## src/rtl/chipselect_sequencer_if.sv

```systemverilog
// rtl/chipselect_sequencer_if.sv - request/strobe bundle between a bus master and chipselect_sequencer
interface chipselect_sequencer_if #(
    parameter int ADDR_W = 8,
    parameter int SEL_W  = 2
);
    localparam int NUM_CS = 2 ** SEL_W;

    logic                    req;      // access request, taken only while ready
    logic                    we;       // 1 = write, 0 = read
    logic [ADDR_W-1:0]       addr;     // top SEL_W bits pick the bank
    logic [NUM_CS-1:0]       bank_en;  // per-bank enable mask
    logic                    ready;    // controller idle
    logic [NUM_CS-1:0]       cs;       // one-hot chip selects
    logic [ADDR_W-SEL_W-1:0] offset;   // latched low address bits
    logic                    rd_en;    // read strobe
    logic                    wr_en;    // write strobe
    logic                    done;     // access completed pulse
    logic                    err;      // request rejected pulse

    modport master (
        output req, we, addr, bank_en,
        input  ready, cs, offset, rd_en, wr_en, done, err
    );

    modport slave (
        input  req, we, addr, bank_en,
        output ready, cs, offset, rd_en, wr_en, done, err
    );
endinterface

```

## src/rtl/chipselect_sequencer.sv

```systemverilog
// rtl/chipselect_sequencer.sv - bank-decoding chip-select controller with timed setup/access/hold strobes
module chipselect_sequencer #(
    parameter int ADDR_W        = 8,
    parameter int SEL_W         = 2,
    parameter int SETUP_CYCLES  = 1,
    parameter int ACCESS_CYCLES = 2,
    parameter int HOLD_CYCLES   = 1
) (
    input  logic                  clk,
    input  logic                  rst_n,
    chipselect_sequencer_if.slave bus
);
    localparam int NUM_CS = 2 ** SEL_W;
    localparam int OFF_W  = ADDR_W - SEL_W;

    // Phase counters are loaded with count-1 and the phase ends when they hit 0.
    localparam logic [7:0] SETUP_LD  = (SETUP_CYCLES  > 0) ? 8'(SETUP_CYCLES - 1)  : 8'd0;
    localparam logic [7:0] ACCESS_LD = (ACCESS_CYCLES > 0) ? 8'(ACCESS_CYCLES - 1) : 8'd0;
    localparam logic [7:0] HOLD_LD   = (HOLD_CYCLES   > 0) ? 8'(HOLD_CYCLES - 1)   : 8'd0;

    typedef enum logic [2:0] {
        ST_IDLE   = 3'd0,
        ST_SETUP  = 3'd1,
        ST_ACTIVE = 3'd2,
        ST_HOLD   = 3'd3,
        ST_ERR    = 3'd4
    } state_t;

    state_t             state_q, state_d;
    logic [7:0]         cnt_q, cnt_d;
    logic [SEL_W-1:0]   bank_q, bank_d;
    logic [OFF_W-1:0]   offset_q, offset_d;
    logic               we_q, we_d;
    logic [NUM_CS-1:0]  cs_q, cs_d;
    logic               rd_en_q, rd_en_d;
    logic               wr_en_q, wr_en_d;
    logic               done_q, done_d;
    logic               err_q, err_d;

    logic [SEL_W-1:0]   req_bank;

    assign req_bank = bus.addr[ADDR_W-1 -: SEL_W];

    always_ff @(posedge clk) begin
        if (!rst_n) begin
            state_q  <= ST_IDLE;
            cnt_q    <= 8'd0;
            bank_q   <= '0;
            offset_q <= '0;
            we_q     <= 1'b0;
            cs_q     <= '0;
            rd_en_q  <= 1'b0;
            wr_en_q  <= 1'b0;
            done_q   <= 1'b0;
            err_q    <= 1'b0;
        end else begin
            state_q  <= state_d;
            cnt_q    <= cnt_d;
            bank_q   <= bank_d;
            offset_q <= offset_d;
            we_q     <= we_d;
            cs_q     <= cs_d;
            rd_en_q  <= rd_en_d;
            wr_en_q  <= wr_en_d;
            done_q   <= done_d;
            err_q    <= err_d;
        end
    end

    always_comb begin
        state_d  = state_q;
        cnt_d    = cnt_q;
        bank_d   = bank_q;
        offset_d = offset_q;
        we_d     = we_q;
        done_d   = 1'b0;
        err_d    = 1'b0;
        cs_d     = '0;
        rd_en_d  = 1'b0;
        wr_en_d  = 1'b0;

        unique case (state_q)
            ST_IDLE: begin
                if (bus.req) begin
                    bank_d = req_bank;
                    we_d   = bus.we;
                    if (bus.bank_en[req_bank]) begin
                        offset_d = bus.addr[OFF_W-1:0];
                        if (SETUP_CYCLES == 0) begin
                            state_d = ST_ACTIVE;
                            cnt_d   = ACCESS_LD;
                        end else begin
                            state_d = ST_SETUP;
                            cnt_d   = SETUP_LD;
                        end
                    end else begin
                        // Rejected requests never expose their offset.
                        state_d  = ST_ERR;
                        offset_d = '0;
                        err_d    = 1'b1;
                    end
                end
            end
            ST_SETUP: begin
                if (cnt_q == 8'd0) begin
                    state_d = ST_ACTIVE;
                    cnt_d   = ACCESS_LD;
                end else begin
                    cnt_d = cnt_q - 8'd1;
                end
            end
            ST_ACTIVE: begin
                if (cnt_q == 8'd0) begin
                    if (HOLD_CYCLES == 0) begin
                        state_d  = ST_IDLE;
                        offset_d = '0;
                        done_d   = 1'b1;
                    end else begin
                        state_d = ST_HOLD;
                        cnt_d   = HOLD_LD;
                    end
                end else begin
                    cnt_d = cnt_q - 8'd1;
                end
            end
            ST_HOLD: begin
                if (cnt_q == 8'd0) begin
                    state_d  = ST_IDLE;
                    offset_d = '0;
                    done_d   = 1'b1;
                end else begin
                    cnt_d = cnt_q - 8'd1;
                end
            end
            ST_ERR: begin
                state_d = ST_IDLE;
            end
            default: begin
                state_d = ST_IDLE;
            end
        endcase

        // Outputs are registered: derive them from the state being entered.
        if (state_d == ST_SETUP || state_d == ST_ACTIVE || state_d == ST_HOLD) begin
            cs_d[bank_d] = 1'b1;
        end
        if (state_d == ST_ACTIVE) begin
            rd_en_d = ~we_d;
            wr_en_d = we_d;
        end
    end

    assign bus.ready  = (state_q == ST_IDLE);
    assign bus.cs     = cs_q;
    assign bus.offset = offset_q;
    assign bus.rd_en  = rd_en_q;
    assign bus.wr_en  = wr_en_q;
    assign bus.done   = done_q;
    assign bus.err    = err_q;
endmodule

```

## src/flat_wrapper.sv

```systemverilog
// flat-port wrapper written by rule: the top's interface ports become plain ports
module chipselect_sequencer_flat 
#(
    parameter int ADDR_W        = 8,
    parameter int SEL_W         = 2,
    parameter int SETUP_CYCLES  = 1,
    parameter int ACCESS_CYCLES = 2,
    parameter int HOLD_CYCLES   = 1
)
  (clk, rst_n, bus_req, bus_we, bus_addr, bus_bank_en, bus_ready, bus_cs, bus_offset, bus_rd_en, bus_wr_en, bus_done, bus_err);
  chipselect_sequencer_if #(.ADDR_W(ADDR_W), .SEL_W(SEL_W)) bus_i ();
  input  logic clk;
  input  logic rst_n;
  input wire logic [$bits(bus_i.req)-1:0] bus_req;
  input wire logic [$bits(bus_i.we)-1:0] bus_we;
  input wire logic [$bits(bus_i.addr)-1:0] bus_addr;
  input wire logic [$bits(bus_i.bank_en)-1:0] bus_bank_en;
  output wire logic [$bits(bus_i.ready)-1:0] bus_ready;
  output wire logic [$bits(bus_i.cs)-1:0] bus_cs;
  output wire logic [$bits(bus_i.offset)-1:0] bus_offset;
  output wire logic [$bits(bus_i.rd_en)-1:0] bus_rd_en;
  output wire logic [$bits(bus_i.wr_en)-1:0] bus_wr_en;
  output wire logic [$bits(bus_i.done)-1:0] bus_done;
  output wire logic [$bits(bus_i.err)-1:0] bus_err;
  assign bus_i.req = bus_req;
  assign bus_i.we = bus_we;
  assign bus_i.addr = bus_addr;
  assign bus_i.bank_en = bus_bank_en;
  assign bus_ready = bus_i.ready;
  assign bus_cs = bus_i.cs;
  assign bus_offset = bus_i.offset;
  assign bus_rd_en = bus_i.rd_en;
  assign bus_wr_en = bus_i.wr_en;
  assign bus_done = bus_i.done;
  assign bus_err = bus_i.err;
  chipselect_sequencer #(.ADDR_W(ADDR_W), .SEL_W(SEL_W), .SETUP_CYCLES(SETUP_CYCLES), .ACCESS_CYCLES(ACCESS_CYCLES), .HOLD_CYCLES(HOLD_CYCLES)) u_core (.clk(clk), .rst_n(rst_n), .bus(bus_i));
endmodule
```

## config.mk

```make
export PLATFORM = sky130hd
export DESIGN_NAME = chipselect_sequencer_flat
export DESIGN_NICKNAME = d
export VERILOG_FILES = /design/src/rtl/chipselect_sequencer_if.sv /design/src/rtl/chipselect_sequencer.sv /design/src/flat_wrapper.sv
export SDC_FILE = /design/constraint.sdc
export NUM_CORES = 1
export LEC_CHECK = 0
export ABC_AREA = 1
export BUFFER_PORTS_ARGS = -buffer_cell sky130_fd_sc_hd__buf_2
export CAP_MARGIN = 20
export CELL_PAD_IN_SITES_DETAIL_PLACEMENT = 0
export CELL_PAD_IN_SITES_GLOBAL_PLACEMENT = 1
export CORE_UTILIZATION = 30
export DETAILED_ROUTE_END_ITERATION = 12
export PLACE_DENSITY = 0.78
export SYNTH_ARGS = -nofsm -noshare
export SYNTH_HDL_FRONTEND = slang
export SYNTH_SLANG_ARGS = --single-unit
```

## constraint.sdc

```tcl
create_clock -name clk -period 1.35 [get_ports clk]
set_clock_uncertainty 0.05 [all_clocks]
set_input_delay 0 -clock clk [delete_from_list [all_inputs] [get_ports clk]]
set_output_delay 0 -clock clk [all_outputs]
set_load 0.05 [all_outputs]
```

; ---- After elaboration in Yosys (flattened, before gate mapping)
; Cells that the tools add are included.
; Widths: inputs -> output; s select.
[word_totals]
reg_bits = 28
out_inout_bits = 15
[classes]
add_sub_neg = 1
n_lt_le_gt_ge = 3
n_eq_ne = 10
n_mux = 26
n_bitwise = 1
n_reduce_logical = 13
[ops]
columns = operator, n
row1 = $mux 8, 5
row2 = $pmux 8 s4, 1
row3 = $mux 6, 3
row4 = $mux 3, 5
row5 = $eq 3x2->1 const B, 4
row6 = $pmux 3 s4, 1
row7 = $pmux 6 s2, 1
row8 = $logic_not 8->1, 1
row9 = $sub 8x1->8 const B, 1
row10 = $eq 3x1->1 const B, 2
row11 = $lt 2x3->1 const B, 2
row12 = $mux 1, 6
row13 = $reduce_and 2->1, 3
row14 = $reduce_and 3->1, 2
row15 = $mux 2, 2
row16 = $ne 2x1->1 const B, 2
row17 = $ne 2x2->1 const B, 2
row18 = $reduce_and 4->1, 1
row19 = $reduce_bool 4->1, 1
row20 = $logic_not 3->1, 1
row21 = $bmux 1 s2, 1
row22 = $demux 1 s2, 1
row23 = $ge 2x1->1 const B, 1
row24 = $logic_or 1x1->1, 2
row25 = other kinds (3), 3

; ---- Depth between registers and ports, before layout
; Gate-level depths: netlist of run 1.
[depth]
depth_word = 9
depth_mapped = 10
ltp_nobuf = 10

; ---- Least setup slack after synthesis of run 1
; No wires, ideal clock.
[synth_path]
path_type = flip-flop to flip-flop
from = reg u_core.state_q[1]
to = reg u_core.cs_q[1], in the netlist u_core.bus.cs[1]
setup_time_ns = 0.124
arrival_time_ns = 1.473
required_time_ns = 1.176
slack_ns = -0.297
path_stages_with_launch = 7
period_less_slack_ns = 1.647
cell_sequence = dfxtp_1 > nor3_4 > nand2_2 > nand3_4 > inv_2 > nand2_1 > nor3_1
[synth_via]
elab_chain_cells = 6
[synth_rtl]
columns = item, line
row1 = from (decl), chipselect_sequencer.sv:29  ; state_t state_q, state_d;
row2 = from (signal assigned), chipselect_sequencer.sv:57  ; state_q <= state_d;
row3 = $logic_not 3->1 *, -
row4 = via bus_ready, flat_wrapper.sv:18  ; output wire logic [$bits(bus_i.ready)-1:0] bus_ready;
row5 = $mux 2 or $pmux 3 s4 (tied branches), chipselect_sequencer.sv:82  ; unique case (state_q)
row6 = "$lt 2x3->1 (implied by the code), or another cell as far along", chipselect_sequencer.sv:145  ; cs_d[bank_d] = 1'b1;
row7 = $logic_and 1x1->1 (implied by the code) or $logic_or 1x1->1 (tied branches), "chipselect_sequencer.sv:145, chipselect_sequencer.sv:144"
row8 = $mux 1 (implied by the code) or $logic_or 1x1->1 (tied branches), "chipselect_sequencer.sv:145, chipselect_sequencer.sv:144"
row9 = $demux 1 s2 or $reduce_and 2->1 (tied branches), -
row10 = to (signal assigned), chipselect_sequencer.sv:62  ; cs_q <= cs_d;
row11 = to (decl), chipselect_sequencer.sv:34  ; logic [NUM_CS-1:0] cs_q, cs_d;
; The timed path passes the listed nets; every way through them passes the cells marked *.
; A chain may end at the register's enable or synchronous reset.

; ---- Worst setup path in the final report of run 1
[layout_path]
from = reg u_core.state_q[2]
to = reg u_core.state_q[0]
[layout_via]
elab_chain_cells = 2
[layout_rtl]
columns = item, line
row1 = "$eq 3x2->1, or another cell as far along", chipselect_sequencer.sv:82
row2 = $pmux 3 s4 *, chipselect_sequencer.sv:82
; Mark *: on every way between the ends. The rest lies on a longest branch, timed or not.

==> results of run 1 <==
[metal layers]
metal	GRT usage [%]	wire length, um	up-vias
met5	0	0	-
met4	3.33	36	0
met3	2.28	131	4
met2	22.5	1670	32
met1	19.4	1670	645
li1	-	-	768
[stage by stage]
stage | utilization (%) | instances | TNS (ns)
global placement | 40.4 | 291 | -1.96
floorplan | - | 190 | -5.39
CTS | 45.7 | 306 | -0.0225
global route | 48.5 | 314 | -1.80
finish | 48.5 | 314 | -0.130
detailed placement | 40.4 | 291 | -2.23
[worst reg2reg max path, stage by stage (launching register included)]
cell and delay, ns:
dfxtp_4 0.37, nor3_4 0.27, nand2_4 0.16, o211ai_1 0.30, nand2_1 0.11, inv_1 0.06
[repair_timing]
action,CTS,global route
setup endpoints to repair,22,22
pin swaps,10,9
endpoints found under the hold margin,9,0
gates cloned,0,1
gates resized for setup,24,14
hold buffers,8,0
buffers inserted,3,7
[flip-flops by register name, indices dropped and copies added, names as in the netlist]
| register | cells |
|---|---|
| u_core.bus.done | 1 |
| u_core.bus.wr_en | 1 |
| u_core.cnt_q | 8 |
| u_core.state_q | 3 |
| u_core.bus.err | 1 |
| u_core.bus.cs | 4 |
| u_core.bus.offset | 6 |
| u_core.we_q | 1 |
| u_core.bank_q | 2 |
| u_core.bus.rd_en | 1 |
[power groups by stage]
stage          combinational [mW]  clock, mW  sequential (mW)
4_1_cts                      2.13      0.536             1.09
2_1_floorplan                1.11          0             1.30
3_5_place_dp                 1.87          0             1.10
6_report                     2.38      0.522             1.09
5_1_grt                      2.60      0.592             1.11
3_3_place_gp                 1.88          0             1.09
[layout make-up]
type                       count  area, um2  share of cell area, %
timing repair buffer          70        514                   23.8
tap                           52       65.1                   3.02
clock buffer                   4       55.1                   2.55
multi-input combinational    129        831                   38.5
inverter                      31        119                   5.51
sequential                    28        573                   26.6
[worst max path at each step]
stage / startpoint / to / slack [ns] / depth (start not counted)
6_report: u_core.state_q[2]$_SDFF_PN0_ / u_core.state_q[0]$_SDFF_PN0_ / -0.03 / 5
5_1_grt: u_core.cnt_q[1]$_SDFFE_PN0P_ / u_core.bus.rd_en$_SDFF_PN0_ / -0.12 / 8
4_1_cts: u_core.cnt_q[1]$_SDFFE_PN0P_ / u_core.cnt_q[4]$_SDFFE_PN0P_ / -0.008 / 10
3_5_place_dp: u_core.cnt_q[1]$_SDFFE_PN0P_ / u_core.cnt_q[4]$_SDFFE_PN0P_ / -0.15 / 10
3_3_place_gp: u_core.cnt_q[0]$_SDFFE_PN0P_ / u_core.cnt_q[3]$_SDFFE_PN0P_ / -0.13 / 10
2_1_floorplan: u_core.state_q[2]$_SDFF_PN0_ / u_core.bus.cs[1]$_SDFF_PN0_ / -0.27 / 6
[cells by family (layout without fill, tap and decap cells)]
kind of cell               Yosys count  in the layout  synth area share (%)
buffers and inverters               33            105                  9.32
and+or+nand+nor                     98             98                  35.6
xor gates and xnor gates             1              1                 0.616
AOI/OAI and AO/OA                   28             28                  13.3
adders and majority gates            2              2                  1.76
DFF                                 28             28                  39.4
[placed cells by master, fill, tap and decap left out, drive strengths merged]
cell         synthesis  final
buf                  2     61
nand2               46     46
inv                 30     30
dfxtp               28     28
nor2                19     19
a21oi               14     14
nand3               12     12
o21ai               12     12
nand4               11     11
nor3                10     10
dlygate4sd3          0      8
clkbuf               0      5
ha                   2      2
o211ai               1      1
clkinv               1      1
xor2                 1      1
a31oi                1      1
==> results.sh, run 1 <==
export IMPL_grt_pass1_wl_um=5580
export IMPL_finalCritPeriodShare_pct=102
export IMPL_clk_transition_reported_paths_ns=0.09
export IMPL_place_hpwl_um=2430
export IMPL_netlist_area_um2=1420
export IMPL_gp_congestion=0.862
export IMPL_hold_depth=3
export IMPL_worst_slack_ns=-0.0329
export IMPL_final_max_slew_viol_count=0
export IMPL_fill_cells=443
export IMPL_grt_max_degree=16
export IMPL_required_ns=1.52
export IMPL_viasPerCell=4.61
export IMPL_end_kind="register"
export IMPL_cp_slowest_cell="dfxtp_4"
export IMPL_yosysTopAreaCellShare_pct=39.4
export IMPL_port_buffers=30
export IMPL_initial_core_util_pct=32.0
export IMPL_crit_chain="nor3_4, nand2_4, o211ai_1, nand2_1, inv_1"
export IMPL_path_delay_family="simple AND/OR/NAND/NOR gates"
export IMPL_gr_total_overflow=0
export IMPL_critPathMaxStageDelay_ns=0.37
export IMPL_drive_above_1_share_pct=46.6
export IMPL_status="finished with violations"
export IMPL_rows=24
export IMPL_crit_type="register to register"
export IMPL_cts_root_buffer="clkbuf_8"
export IMPL_power_switching_mw=1.76
export IMPL_setup_viol=10
export IMPL_cts_buffers=3
export IMPL_power_total_mw=3.99
export IMPL_switching_share_pct=44.1
export IMPL_synth_most_common_cell="nand2_1"
export IMPL_startpoint_type="register"
export IMPL_synth_main_ff_cell="dfxtp_1"
export IMPL_ios=31
export IMPL_r2r_slack_ns=-0.03
export IMPL_crit_buf_inv=1
export IMPL_synth_sequential_area_ratio_pct=39.4
export IMPL_drtIter0Drc=52
export IMPL_drcViolationCount=0
export IMPL_ys_warn_count=0
export IMPL_firstDrtPassIters=4
export IMPL_cts_tree="yes"
export IMPL_syn_num_nets=208
export IMPL_clock_sinks=28
export IMPL_ys_seq_elements=28
export IMPL_worstHoldStart="bus_addr[6]"
export IMPL_synthCells=190
export IMPL_via_count=1449
export IMPL_timing_rr_start="u_core.state_q[2]$_SDFF_PN0_"
export IMPL_place_ws_ns=-0.152
export IMPL_p_seq_share_pct=27.2
export IMPL_antenna_left=0
export IMPL_yosysTopAreaCell="dfxtp_1"
export IMPL_failed_checks="setup timing"
export IMPL_relSlewSlack_pct=80.3
export IMPL_grt_use_total_pct=13.9
export IMPL_fin_crit_ns=1.38
export IMPL_clkLatencyLatePin_ns=0.27
export IMPL_htreeDepth=1
export IMPL_syn2layout_area_growth_pct=51.6
export IMPL_r2r_cells=5
export IMPL_intPower_mw=2.23
export IMPL_crit_arrival_ns=1.55
export IMPL_leakagePower_nw=1.04
export IMPL_p_per_area_nw_per_um2=1850
export IMPL_synth_edff_count=0
export IMPL_finish_net_count=281
export IMPL_stdcell_area_um2=2160
export IMPL_place_area_um2=1800
export IMPL_tightestPinTransition_ns=0.293
export IMPL_die_h_um=70.9
export IMPL_wire_per_inst_um=11.2
export IMPL_ir_worst_vdd_mv=0.843
export IMPL_cp_max_fo=8
export IMPL_rsz0062_at_grt="true"
export IMPL_clockBufferDepth=2
export IMPL_core_um2=4440
export IMPL_die_w_um=70.9
export IMPL_die_area_um2=5020
export IMPL_synthTopCellsByCount="nand2_1 (40), dfxtp_1 (28), inv_1 (24)"
export IMPL_antenna_found_initial=0
export IMPL_p_comb_share_pct=59.7
export IMPL_fmax_mhz=723
export IMPL_diodes=0
export IMPL_worstHoldPathType="primary input to register"
export IMPL_wirelength_um=3510
export IMPL_async_flop_share_pct=0
export IMPL_synth_area_top_cells="dfxtp_1 (39%), nand2_1 (11%), inv_1 (6.3%)"
export IMPL_finalHoldViolCount=0
export IMPL_clockPowerShare_pct=13.1
export IMPL_holdWs_ns=0.00814
export IMPL_r2r_end="u_core.state_q[0]$_SDFF_PN0_"
export IMPL_synth_distinct_cells=27
export IMPL_grt_pass1_vias=1220
export IMPL_syn_area_per_cell_um2=7.49
export IMPL_hold_path_endpoint="u_core.bank_q[0]$_SDFF_PN0_"
export IMPL_drv_cap=0
(Power assumes the default switching activity.)
==> run 2: changes to the inputs <==
- CORE_UTILIZATION: 30 -> 38
- CTS_CLUSTER_SIZE: default -> 8
- PLACE_DENSITY: 0.78 -> 0.9
- clock period: 1.35 -> 1.3 ns (I/O delays scaled with it)
==> run 2 against run 1 <==
The flow still finishes with violations (setup timing). Worst hold slack worse by 0.0080 ns. Critical path depth is the same. Clock power rose by 34%. Sequential cell count unchanged. Critical endpoint is now u_core.bus.cs[0]$_SDFF_PN0_. Via count decreased by 1.2%. Register-to-register slack worse by 0.08 ns.
==> results.sh, run 2 (synthesis gave the netlist of run 1 again) <==
export IMPL_rsz0062_at_grt="true"
export IMPL_drcViolationCount=0
export IMPL_gr_total_overflow=0
export IMPL_ir_worst_vdd_mv=0.967
export IMPL_die_w_um=63.2
export IMPL_fin_crit_ns=1.42
export IMPL_wirelength_um=3630
export IMPL_worstHoldPathType="primary input to register"
export IMPL_wire_per_inst_um=12.0
export IMPL_initial_core_util_pct=41.0
export IMPL_setup_viol=20
export IMPL_gp_congestion=0.862
export IMPL_fin_tns_setup_ns=-1.06
export IMPL_firstDrtPassIters=4
export IMPL_finalHoldViolCount=0
export IMPL_place_hpwl_um=2480
export IMPL_cts_root_buffer="clkbuf_8"
export IMPL_crit_arrival_ns=1.59
export IMPL_worst_slack_ns=-0.118
export IMPL_crit_chain="nor3_4, nand2_4, o21ai_4, inv_2, nor3_2"
export IMPL_port_buffers=30
export IMPL_cts_tree="yes"
export IMPL_final_max_slew_viol_count=0
export IMPL_drive_above_1_share_pct=52.5
export IMPL_path_delay_family="simple AND/OR/NAND/NOR gates"
export IMPL_crit_type="register to register"
export IMPL_diodes=0
export IMPL_place_ws_ns=-0.204
export IMPL_die_h_um=63.2
export IMPL_clkLatencyLatePin_ns=0.28
export IMPL_top_register="u_core.cnt_q"
export IMPL_ios=31
export IMPL_grt_use_total_pct=20.0
export IMPL_cp_slowest_cell="dfxtp_4"
export IMPL_stdcell_area_um2=2190
export IMPL_tightestPinTransition_ns=0.355
export IMPL_seqCellArea_um2=572
export IMPL_grt_pass1_vias=1454
export IMPL_syn2layout_area_growth_pct=54.2
export IMPL_rows=21
export IMPL_crit_buf_inv=1
export IMPL_drtIter0Drc=64
export IMPL_finish_net_count=276
export IMPL_relSlewSlack_pct=76.2
export IMPL_status="finished with violations"
export IMPL_htreeDepth=1
export IMPL_cts_buffers=3
export IMPL_startpoint_type="register"
export IMPL_end_kind="register"
export IMPL_holdWs_ns=0.000131
export IMPL_critPathMaxStageDelay_ns=0.38
export IMPL_viasPerCell=4.73
export IMPL_die_area_um2=3990
export IMPL_multi_input_area_um2=917
export IMPL_required_ns=1.47
export IMPL_final_common_cell="nand2_1"
export IMPL_layout_common_cells="nand2_1 (31), buf_2 (30), buf_4 (24)"
export IMPL_largest_reg_flops=8
export IMPL_grt_max_degree=17
export IMPL_antenna_left=0
export IMPL_place_area_um2=1800
export IMPL_antenna_found_initial=0
export IMPL_p_per_area_nw_per_um2=2000
export IMPL_cp_max_fo=8
export IMPL_drv_cap=0
export IMPL_leakagePower_nw=1.03
export IMPL_clockBufferDepth=2
export IMPL_grt_pass1_wl_um=6240
export IMPL_core_um2=3470
export IMPL_clock_sinks=28
export IMPL_clk_transition_reported_paths_ns=0.10
export IMPL_fmax_mhz=705
export IMPL_via_count=1432
export IMPL_finalCritPeriodShare_pct=109
export IMPL_fill_cells=321
export IMPL_failed_checks="setup timing"
## run 2: cell count changes in the layout (fill, tap and decap cells not counted), moves of 3 or more
cell / before / now
a21oi_1: 9 / 6
a21oi_2: 5 / 8
buf_4: 28 / 24
nand2_1: 37 / 31
nand2_2: 5 / 10
nor2_1: 13 / 10
## run 2: per-stage QoR
stage | total power, mW | std cells | util (%)
global placement | 3.07 | 286 | 51.8
floorplan | 2.51 | 190 | -
global route | 4.68 | 303 | 63.2
detailed placement | 3.08 | 286 | 51.8
finish | 4.38 | 303 | 63.2
CTS | 4.20 | 302 | 60.8
## run 2: area by class of cell
class | count | share of cell area (%)
Clock buffer | 3 | 1.88
Inverter | 31 | 5.65
Sequential cell | 28 | 26.1
Clock inverter | 1 | 1.37
Multi-Input combinational cell | 129 | 41.8
Tap cell | 46 | 2.62
Timing Repair Buffer | 65 | 20.6
## run 2: power breakdown
group / switching [mW] / leakage, nW / internal [mW] / total [mW]
registers: 0.115 / 0.232 / 1.02 / 1.14
clock network: 0.287 / 0.0357 / 0.413 / 0.700
logic: 1.55 / 0.766 / 0.993 / 2.54
total: 1.95 / 1.03 / 2.43 / 4.38
## run 2: final timing paths
kind                                      from                      endpoint  slack, ns  cells after the start
setup / recovery  u_core.state_q[2]$_SDFF_PN0_   u_core.bus.cs[0]$_SDFF_PN0_      -0.12                      5
setup reg to reg  u_core.state_q[2]$_SDFF_PN0_   u_core.bus.cs[0]$_SDFF_PN0_      -0.12                      5
hold reg to reg   u_core.cnt_q[1]$_SDFFE_PN0P_  u_core.cnt_q[1]$_SDFFE_PN0P_       0.43                      2
hold / removal                     bus_addr[6]   u_core.bank_q[0]$_SDFF_PN0_     0.0001                      3
## run 2: routing by layer
| metal | wire length, um | track usage (%) | share of wire (%) |
|---|---|---|---|
| met1 | 1650 | 23.7 | 45 |
| met5 | 0 | 0 | 0 |
| met4 | 51 | 6.82 | 1.4 |
| met3 | 92 | 2.90 | 2.5 |
| met2 | 1840 | 36.3 | 51 |
## run 2: worst reg2reg max path: stages, from the launching register on
cell,delay [ns]
dfxtp_4,0.38
nor3_4,0.26
nand2_4,0.17
o21ai_4,0.24
inv_2,0.08
nor3_2,0.18
## run 2: repair_timing
item	4_1_cts	5_1_grt
setup buffers	3	1
pin swaps	9	8
gates cloned	0	0
hold buffers	9	0
endpoints found under the setup margin	23	28
hold endpoints to repair	10	0
resized for setup	37	22
